File: src/rtl/hit_tagger_pkg.sv
// Shared widths, record field offsets and record-width helper for the hit tagger.
// The record width depends on HIT_TAGGER_FALLING_EN (adds a leading edge flag bit).
package hit_tagger_pkg;

    localparam int CNT_WIDTH_DEF   = 24;
    localparam int EPOCH_WIDTH_DEF = 8;
    localparam int FIFO_DEPTH_DEF  = 16;
    localparam int SYNC_STAGES_DEF = 2;
    localparam int DROP_CNT_WIDTH  = 16;

    // Field offsets of a record built with the default widths.
    localparam int CNT_LSB   = 0;
    localparam int EPOCH_LSB = CNT_LSB + CNT_WIDTH_DEF;
    localparam int EDGE_BIT  = EPOCH_LSB + EPOCH_WIDTH_DEF;

    function automatic int rec_width(input int epoch_w, input int cnt_w);
`ifdef HIT_TAGGER_FALLING_EN
        return epoch_w + cnt_w + 1;
`else
        return epoch_w + cnt_w;
`endif
    endfunction

endpackage

File: src/rtl/hit_tagger_fifo.sv
// First-word-fall-through FIFO; the head record lives in a register so the output
// holds its last value once the FIFO runs empty.
module tag_fifo #(
    parameter int WIDTH = 32,
    parameter int DEPTH = 16
) (
    input  logic                     clk,
    input  logic                     rst_n,
    input  logic                     push_i,
    input  logic [WIDTH-1:0]         push_data_i,
    input  logic                     pop_i,
    output logic [WIDTH-1:0]         rd_data_o,
    output logic                     full_o,
    output logic                     empty_o,
    output logic [$clog2(DEPTH):0]   level_o
);

    localparam int AW = $clog2(DEPTH);

    logic [WIDTH-1:0] mem_q [DEPTH];
    logic [WIDTH-1:0] head_q, head_d;
    logic [AW:0]      wr_ptr_q, wr_ptr_d;
    logic [AW:0]      rd_ptr_q, rd_ptr_d;
    logic [AW:0]      level_s;
    logic             full_s, empty_s, do_push_s, do_pop_s;

    // Status flags and next pointers / next head record.
    always_comb begin
        level_s   = wr_ptr_q - rd_ptr_q;
        empty_s   = (wr_ptr_q == rd_ptr_q);
        full_s    = (wr_ptr_q[AW] != rd_ptr_q[AW]) && (wr_ptr_q[AW-1:0] == rd_ptr_q[AW-1:0]);
        do_push_s = push_i && !full_s;
        do_pop_s  = pop_i && !empty_s;
        wr_ptr_d  = wr_ptr_q + {{AW{1'b0}}, do_push_s};
        rd_ptr_d  = rd_ptr_q + {{AW{1'b0}}, do_pop_s};
        head_d    = head_q;
        // A push becomes the head when the queue is empty or about to become empty.
        if (do_push_s && (empty_s || (do_pop_s && level_s == {{AW{1'b0}}, 1'b1}))) begin
            head_d = push_data_i;
        end else if (do_pop_s && level_s > {{AW{1'b0}}, 1'b1}) begin
            head_d = mem_q[rd_ptr_d[AW-1:0]];
        end else begin
            head_d = head_q;
        end
    end

    // Record storage; contents are meaningless while the pointers say empty.
    always_ff @(posedge clk) begin
        if (do_push_s) begin
            mem_q[wr_ptr_q[AW-1:0]] <= push_data_i;
        end
    end

    // Pointer and head register state.
    always_ff @(posedge clk or negedge rst_n) begin
        if (!rst_n) begin
            wr_ptr_q <= '0;
            rd_ptr_q <= '0;
            head_q   <= '0;
        end else begin
            wr_ptr_q <= wr_ptr_d;
            rd_ptr_q <= rd_ptr_d;
            head_q   <= head_d;
        end
    end

    assign rd_data_o = head_q;
    assign full_o    = full_s;
    assign empty_o   = empty_s;
    assign level_o   = level_s;

endmodule

File: src/rtl/hit_tagger.sv
// hit_tagger: timestamps hit edges with {epoch, coarse count} and queues them for readout.
// Defining HIT_TAGGER_FALLING_EN also records falling hit edges with a leading edge flag.
module hit_tagger
    import hit_tagger_pkg::*;
#(
    parameter int CNT_WIDTH   = CNT_WIDTH_DEF,
    parameter int EPOCH_WIDTH = EPOCH_WIDTH_DEF,
    parameter int FIFO_DEPTH  = FIFO_DEPTH_DEF,
    parameter int SYNC_STAGES = SYNC_STAGES_DEF
) (
    input  logic                                       clk,
    input  logic                                       rst_n,
    input  logic                                       hit,
    input  logic                                       sync,
    output logic [rec_width(EPOCH_WIDTH, CNT_WIDTH)-1:0] ts_data,
    output logic                                       ts_valid,
    input  logic                                       ts_ready,
    output logic [$clog2(FIFO_DEPTH):0]                level,
    output logic                                       overflow,
    output logic [DROP_CNT_WIDTH-1:0]                  drop_cnt,
    input  logic                                       ovf_clr
);

    localparam int REC_W = rec_width(EPOCH_WIDTH, CNT_WIDTH);

    logic [SYNC_STAGES-1:0]    hit_sync_q, sync_sync_q;
    logic                      hit_dly_q, sync_dly_q;
    logic [CNT_WIDTH-1:0]      cnt_q, cnt_d;
    logic [EPOCH_WIDTH-1:0]    epoch_q, epoch_d;
    logic                      overflow_q, overflow_d;
    logic [DROP_CNT_WIDTH-1:0] drop_cnt_q, drop_cnt_d;
    logic                      hit_rise_s, sync_ev_s, push_s, drop_s;
    logic                      fifo_full_s, fifo_empty_s;
    logic [REC_W-1:0]          rec_s;
`ifdef HIT_TAGGER_FALLING_EN
    logic                      hit_fall_s;
`endif

    // Synchronizer chains plus one delay flop each for edge detection.
    always_ff @(posedge clk or negedge rst_n) begin
        if (!rst_n) begin
            hit_sync_q  <= '0;
            sync_sync_q <= '0;
            hit_dly_q   <= 1'b0;
            sync_dly_q  <= 1'b0;
        end else begin
            hit_sync_q  <= {hit_sync_q[SYNC_STAGES-2:0], hit};
            sync_sync_q <= {sync_sync_q[SYNC_STAGES-2:0], sync};
            hit_dly_q   <= hit_sync_q[SYNC_STAGES-1];
            sync_dly_q  <= sync_sync_q[SYNC_STAGES-1];
        end
    end

    // Edge events and the record captured from this cycle's counter values.
    always_comb begin
        hit_rise_s = hit_sync_q[SYNC_STAGES-1] & ~hit_dly_q;
        sync_ev_s  = sync_sync_q[SYNC_STAGES-1] & ~sync_dly_q;
`ifdef HIT_TAGGER_FALLING_EN
        hit_fall_s = ~hit_sync_q[SYNC_STAGES-1] & hit_dly_q;
        push_s     = hit_rise_s | hit_fall_s;
        rec_s      = {hit_rise_s, epoch_q, cnt_q};
`else
        push_s     = hit_rise_s;
        rec_s      = {epoch_q, cnt_q};
`endif
        drop_s     = push_s & fifo_full_s;
    end

    // Coarse counter and epoch; a sync edge takes effect on the following cycle.
    always_comb begin
        cnt_d   = cnt_q + {{(CNT_WIDTH-1){1'b0}}, 1'b1};
        epoch_d = epoch_q;
        if (sync_ev_s) begin
            cnt_d   = '0;
            epoch_d = epoch_q + {{(EPOCH_WIDTH-1){1'b0}}, 1'b1};
        end else begin
            epoch_d = epoch_q;
        end
    end

    // Drop bookkeeping; a drop in the clear cycle wins over the clear.
    always_comb begin
        overflow_d = overflow_q;
        drop_cnt_d = drop_cnt_q;
        if (drop_s) begin
            overflow_d = 1'b1;
            if (ovf_clr) begin
                drop_cnt_d = {{(DROP_CNT_WIDTH-1){1'b0}}, 1'b1};
            end else if (drop_cnt_q != {DROP_CNT_WIDTH{1'b1}}) begin
                drop_cnt_d = drop_cnt_q + {{(DROP_CNT_WIDTH-1){1'b0}}, 1'b1};
            end else begin
                drop_cnt_d = drop_cnt_q;
            end
        end else if (ovf_clr) begin
            overflow_d = 1'b0;
            drop_cnt_d = '0;
        end else begin
            overflow_d = overflow_q;
            drop_cnt_d = drop_cnt_q;
        end
    end

    // Counter, epoch and drop status registers.
    always_ff @(posedge clk or negedge rst_n) begin
        if (!rst_n) begin
            cnt_q      <= '0;
            epoch_q    <= '0;
            overflow_q <= 1'b0;
            drop_cnt_q <= '0;
        end else begin
            cnt_q      <= cnt_d;
            epoch_q    <= epoch_d;
            overflow_q <= overflow_d;
            drop_cnt_q <= drop_cnt_d;
        end
    end

    tag_fifo #(
        .WIDTH (REC_W),
        .DEPTH (FIFO_DEPTH)
    ) u_fifo (
        .clk         (clk),
        .rst_n       (rst_n),
        .push_i      (push_s),
        .push_data_i (rec_s),
        .pop_i       (ts_ready),
        .rd_data_o   (ts_data),
        .full_o      (fifo_full_s),
        .empty_o     (fifo_empty_s),
        .level_o     (level)
    );

    assign ts_valid = ~fifo_empty_s;
    assign overflow = overflow_q;
    assign drop_cnt = drop_cnt_q;

endmodule

File: config.mk
export PLATFORM = sky130hd
export DESIGN_NAME = hit_tagger
export DESIGN_NICKNAME = d
export VERILOG_FILES = /design/src/rtl/hit_tagger_pkg.sv /design/src/rtl/hit_tagger_fifo.sv /design/src/rtl/hit_tagger.sv
export SDC_FILE = /design/constraint.sdc
export NUM_CORES = 1
export LEC_CHECK = 0
export CORE_MARGIN = 3
export CORE_UTILIZATION = 37
export DETAILED_ROUTE_END_ITERATION = 8
export PLACE_DENSITY_LB_ADDON = 0.2
export REMOVE_ABC_BUFFERS = 1
export SLEW_MARGIN = 20
export SYNTH_ARGS = -nofsm -noshare
export SYNTH_HDL_FRONTEND = slang
export SYNTH_HIERARCHICAL = 1
export SYNTH_SLANG_ARGS = --single-unit
File: constraint.sdc
create_clock -name clk -period 4.75 [get_ports clk]
set_input_delay 0.95 -clock clk [delete_from_list [all_inputs] [get_ports clk]]
set_output_delay 0.95 -clock clk [all_outputs]
set_load 0.05 [all_outputs]
==> results of run 1 <==
==> registers in the layout, indices dropped and copies added (netlist names), 2 cells and up <==
register,flops
u_fifo/rd_ptr_q,5
epoch_q,8
drop_cnt,16
cnt_q,24
u_fifo/rd_data_o,32
u_fifo/wr_ptr_q,5
u_fifo/mem_q,512
hit_sync_q,2
sync_sync_q,2
==> area by class of cell <==
class,count,area [sq um],area share
repair buffers,105,1210,0.0422
well taps,855,1070,0.0374
clock buffers,90,1860,0.0649
flip-flops and latches,609,17800,0.622
clock inverters,34,345,0.0121
inverters,19,71.3,0.00249
multi-input cells,550,6260,0.219
==> stage by stage <==
| stage | area (sq um) | setup TNS (ns) | instances | power [mW] |
|---|---|---|---|---|
| global route | 28600 | 0 | 2262 | 19.5 |
| finish | 28600 | 0 | 2262 | 18.7 |
| global placement | 26400 | 0 | 2137 | 13.7 |
| CTS | 28600 | 0 | 2261 | 18.9 |
| detailed placement | 26400 | 0 | 2137 | 13.7 |
| floorplan | 23900 | -214.98 | 1178 | 11.4 |
==> path summary, 6_finish.rpt <==
path / start / to / slack (ns) / cells past startpoint
max: u_fifo/wr_ptr_q[2]$_DFF_PN0_ / ts_valid / 0.43 / 6
min: sync_sync_q[0]$_DFF_PN0_ / sync_sync_q[1]$_DFF_PN0_ / 0.34 / 0
max reg2reg: u_fifo/wr_ptr_q[2]$_DFF_PN0_ / u_fifo/mem_q[14][22]$_DFFE_PP_ / 0.73 / 9
min reg2reg: sync_sync_q[0]$_DFF_PN0_ / sync_sync_q[1]$_DFF_PN0_ / 0.34 / 0
max in group asynchronous: rst_n / u_fifo/rd_ptr_q[0]$_DFF_PN0_ / 3.30 / 2
min in group asynchronous: rst_n / u_fifo/rd_data_o[31]$_DFFE_PN0P_ / 0.45 / 1
==> critical path, delay by kind of cell, from the launching register on <==
kind,cells,cell delay [ns]
fa+ha+maj,1,0.38
buf+inv,3,1.54
flops,1,0.63
simple gates,2,0.23
==> per-layer routing <==
metal	GRT usage	vias up	share of wire
met1	0.282	7074	0.44
met5	0	-	0
li1	-	5385	-
met4	0.0482	0	0.017
met3	0.0372	87	0.079
met2	0.289	535	0.46
==> power by group <==
group          leakage [nW]  total (mW)  switching [mW]  internal [mW]
Combinational          2.25        6.72            3.80           2.92
Clock                  1.06        5.14            2.10           3.04
Sequential             5.85        6.84           0.440           6.40
==> kinds of logic (layout without fill, tap and decap cells) <==
family / after synthesis / in the layout
xor gates and xnor gates: 30 / 30
AOI/OAI and AO/OA: 158 / 158
buffers and inverters: 90 / 248
DFF: 609 / 609
adders and majority gates: 12 / 12
muxes: 160 / 160
and+or+nand+nor: 190 / 190
==> cell usage in the layout, fill, tap and decap left out, types with 9 or more instances in the layout <==
| cell | instances |
|---|---|
| edfxtp_1 | 512 |
| mux4_2 | 159 |
| dfrtp_1 | 97 |
| clkbuf_16 | 69 |
| clkdlybuf4s50_1 | 59 |
| nand3_1 | 55 |
| o21ai_0 | 44 |
| a211oi_1 | 34 |
| a31oi_1 | 34 |
| nor2_1 | 25 |
| buf_4 | 25 |
| a21oi_1 | 24 |
| nand2_1 | 23 |
| buf_12 | 20 |
| xnor2_1 | 18 |
| inv_1 | 17 |
| clkbuf_1 | 16 |
| nor2_4 | 12 |
| nand4_1 | 11 |
| or4_1 | 10 |
| xor2_1 | 10 |
| clkinv_2 | 10 |
| or3_1 | 9 |
| ha_1 | 9 |
==> impl_metrics.csv, run 1 <==
group,metric,value,unit
synth,synth.most_common_cell,"edfxtp_1",
synth,synth-xor-area-share,0.0111,
place,place_ws,0.737,ns
cells_and_area,num-fill-cells,5567,
worst_setup_path,critPathCaptureType,"output pin",
worst_setup_path,cp.required,3.80,ns
synth,synthesis.area,0.0243,sq mm
sta,slew_headroom,0.446,
power,peakVddDrop,0.520,mV
floorplanning,io_pins,61,
synth,netlist_top_cells_count,"edfxtp_1 (512), mux4_2 (159), dfrtp_1 (97)",
sta,timing.final.ws_setup,0.431,ns
clock_tree,ctsHoldBuffers,0,
synth,synth_edf_count,512,
clock_tree,clkLatencyLatePin,0.60,ns
drt,vias,13100,
drt,wl,64000,microns
min_path,min_path_type,"reg2reg",
synth,synthTopCellsByArea,"edfxtp_1 (63%), mux4_2 (15%), dfrtp_1 (10%), nand3_1 (1.1%), a211oi_1 (1.1%)",
sta,final.min_clock_period,4.32,ns
clock_tree,ctsResizeCount,0,
drt,drt_iter0_drc,1176,
sta,fin_crit_sh,0.909,
place,io_buffers,60,
synth,ys_warn_count,6,
clock_tree,cts_num_sinks,609,
floorplanning,die_h,262,microns
synth,synth_flop_cell,"edfxtp_1",
drt,dr.pass1.iters,5,
cells_and_area,post-route-util,0.442,
drt,via_per_inst,5.78,
synth,synth-simple-area-share,0.0420,
synth,synthDominantCellAreaShare,0.633,
cells_and_area,area_growth,17.8,%
synth,synth_compound_area_frac,0.0410,
floorplanning,die_x,262,microns
sta,hold_slack,0.345,ns
synth,synthesis.instances,1249,
clock_tree,cts.htree.levels,3,
clock_tree,cts_made_buffers,67,
sta,clock_skew,0.0324,ns
synth,synth_seq_area_share,0.733,
sta,fmax,232,MHz
synth,synth.area.mux_share,0.149,
clock_tree,cts_tree,"done",
synth,synthDistinctLibCells,55,
sta,setup_viol,0,
place,dpl.hpwl,30800,microns
worst_setup_path,slowest_delay,0.81,ns
grt,track_usage,0.190,
synth,ys_ff_latch,609,
grt,grt_pass1_wl,93200,microns
flow_run,maxCapViolations,0,
sta,rsz0062_at_grt,"false",
power,powerDensity,654,mW/mm^2
grt,grt-ovfl-total,0,
worst_setup_path,path_class,"reg2out",
place,gp_congestion,0.772,
synth,yosysTopAreaCell,"edfxtp_1",
floorplanning,fp.coreArea,0.0647,sq mm
cells_and_area,diodes,0,
sta,finalHoldViolCount,0,
worst_setup_path,worst-path-max-fanout,36,
sta,drv_slew,0,
worst_setup_path,cp_data_arrival_time,3.37,ns
synth,synth_top_family_by_area,"multiplexers",
sta,worst_pin_slew,0.831,ns
drt,wl_per_cell,28.3,microns
synth,syn_area_per_cell,19.4,sq um
floorplanning,start_util,0.375,
clock_tree,path_clk_slew,0.06,ns
run_status,run_status,"completed",
cells_and_area,final_nets,1370,
floorplanning,num_rows,93,
clock_tree,cts_setup_buffers,0,
floorplanning,die-area,0.0687,sq mm
clock_tree,clk_path_buf_depth,3,
synth,async_reset_ff_frac,0.159,
grt,grt_pass1_vias,13200,
worst_setup_path,startpoint_type,"register",
power,leakagePower,9.16,nW
worst_setup_path,crit_slowest_cell,"clkdlybuf4s50_1",
synth,yosys.area_share.adder,0.00649,
drt,drc_errors,0,
grt,grt_max_degree,46,
drt,ant_nets,0,
cells_and_area,drive_above_1_share,0.244,
clock_tree,root_buffer,"clkbuf_16",
grt,antenna_found_initial,0,
worst_setup_path,crit_chain,"ha_1 > nand4_2 > buf_4 > nor2_1 > inv_1 > clkdlybuf4s50_1",
(Power assumes the default switching activity.)
==> run 2, diff against run 1 <==
--- a/config.mk
+++ b/config.mk
@@ -10,6 +10,7 @@
 export DETAILED_ROUTE_END_ITERATION = 8
 export PLACE_DENSITY_LB_ADDON = 0.2
 export REMOVE_ABC_BUFFERS = 1
+export SKIP_LAST_GASP = 1
 export SLEW_MARGIN = 20
 export SYNTH_ARGS = -nofsm -noshare
 export SYNTH_HDL_FRONTEND = slang
==> results of run 2 <==
The final DEF is identical to that of run 1; final timing and power are the same.
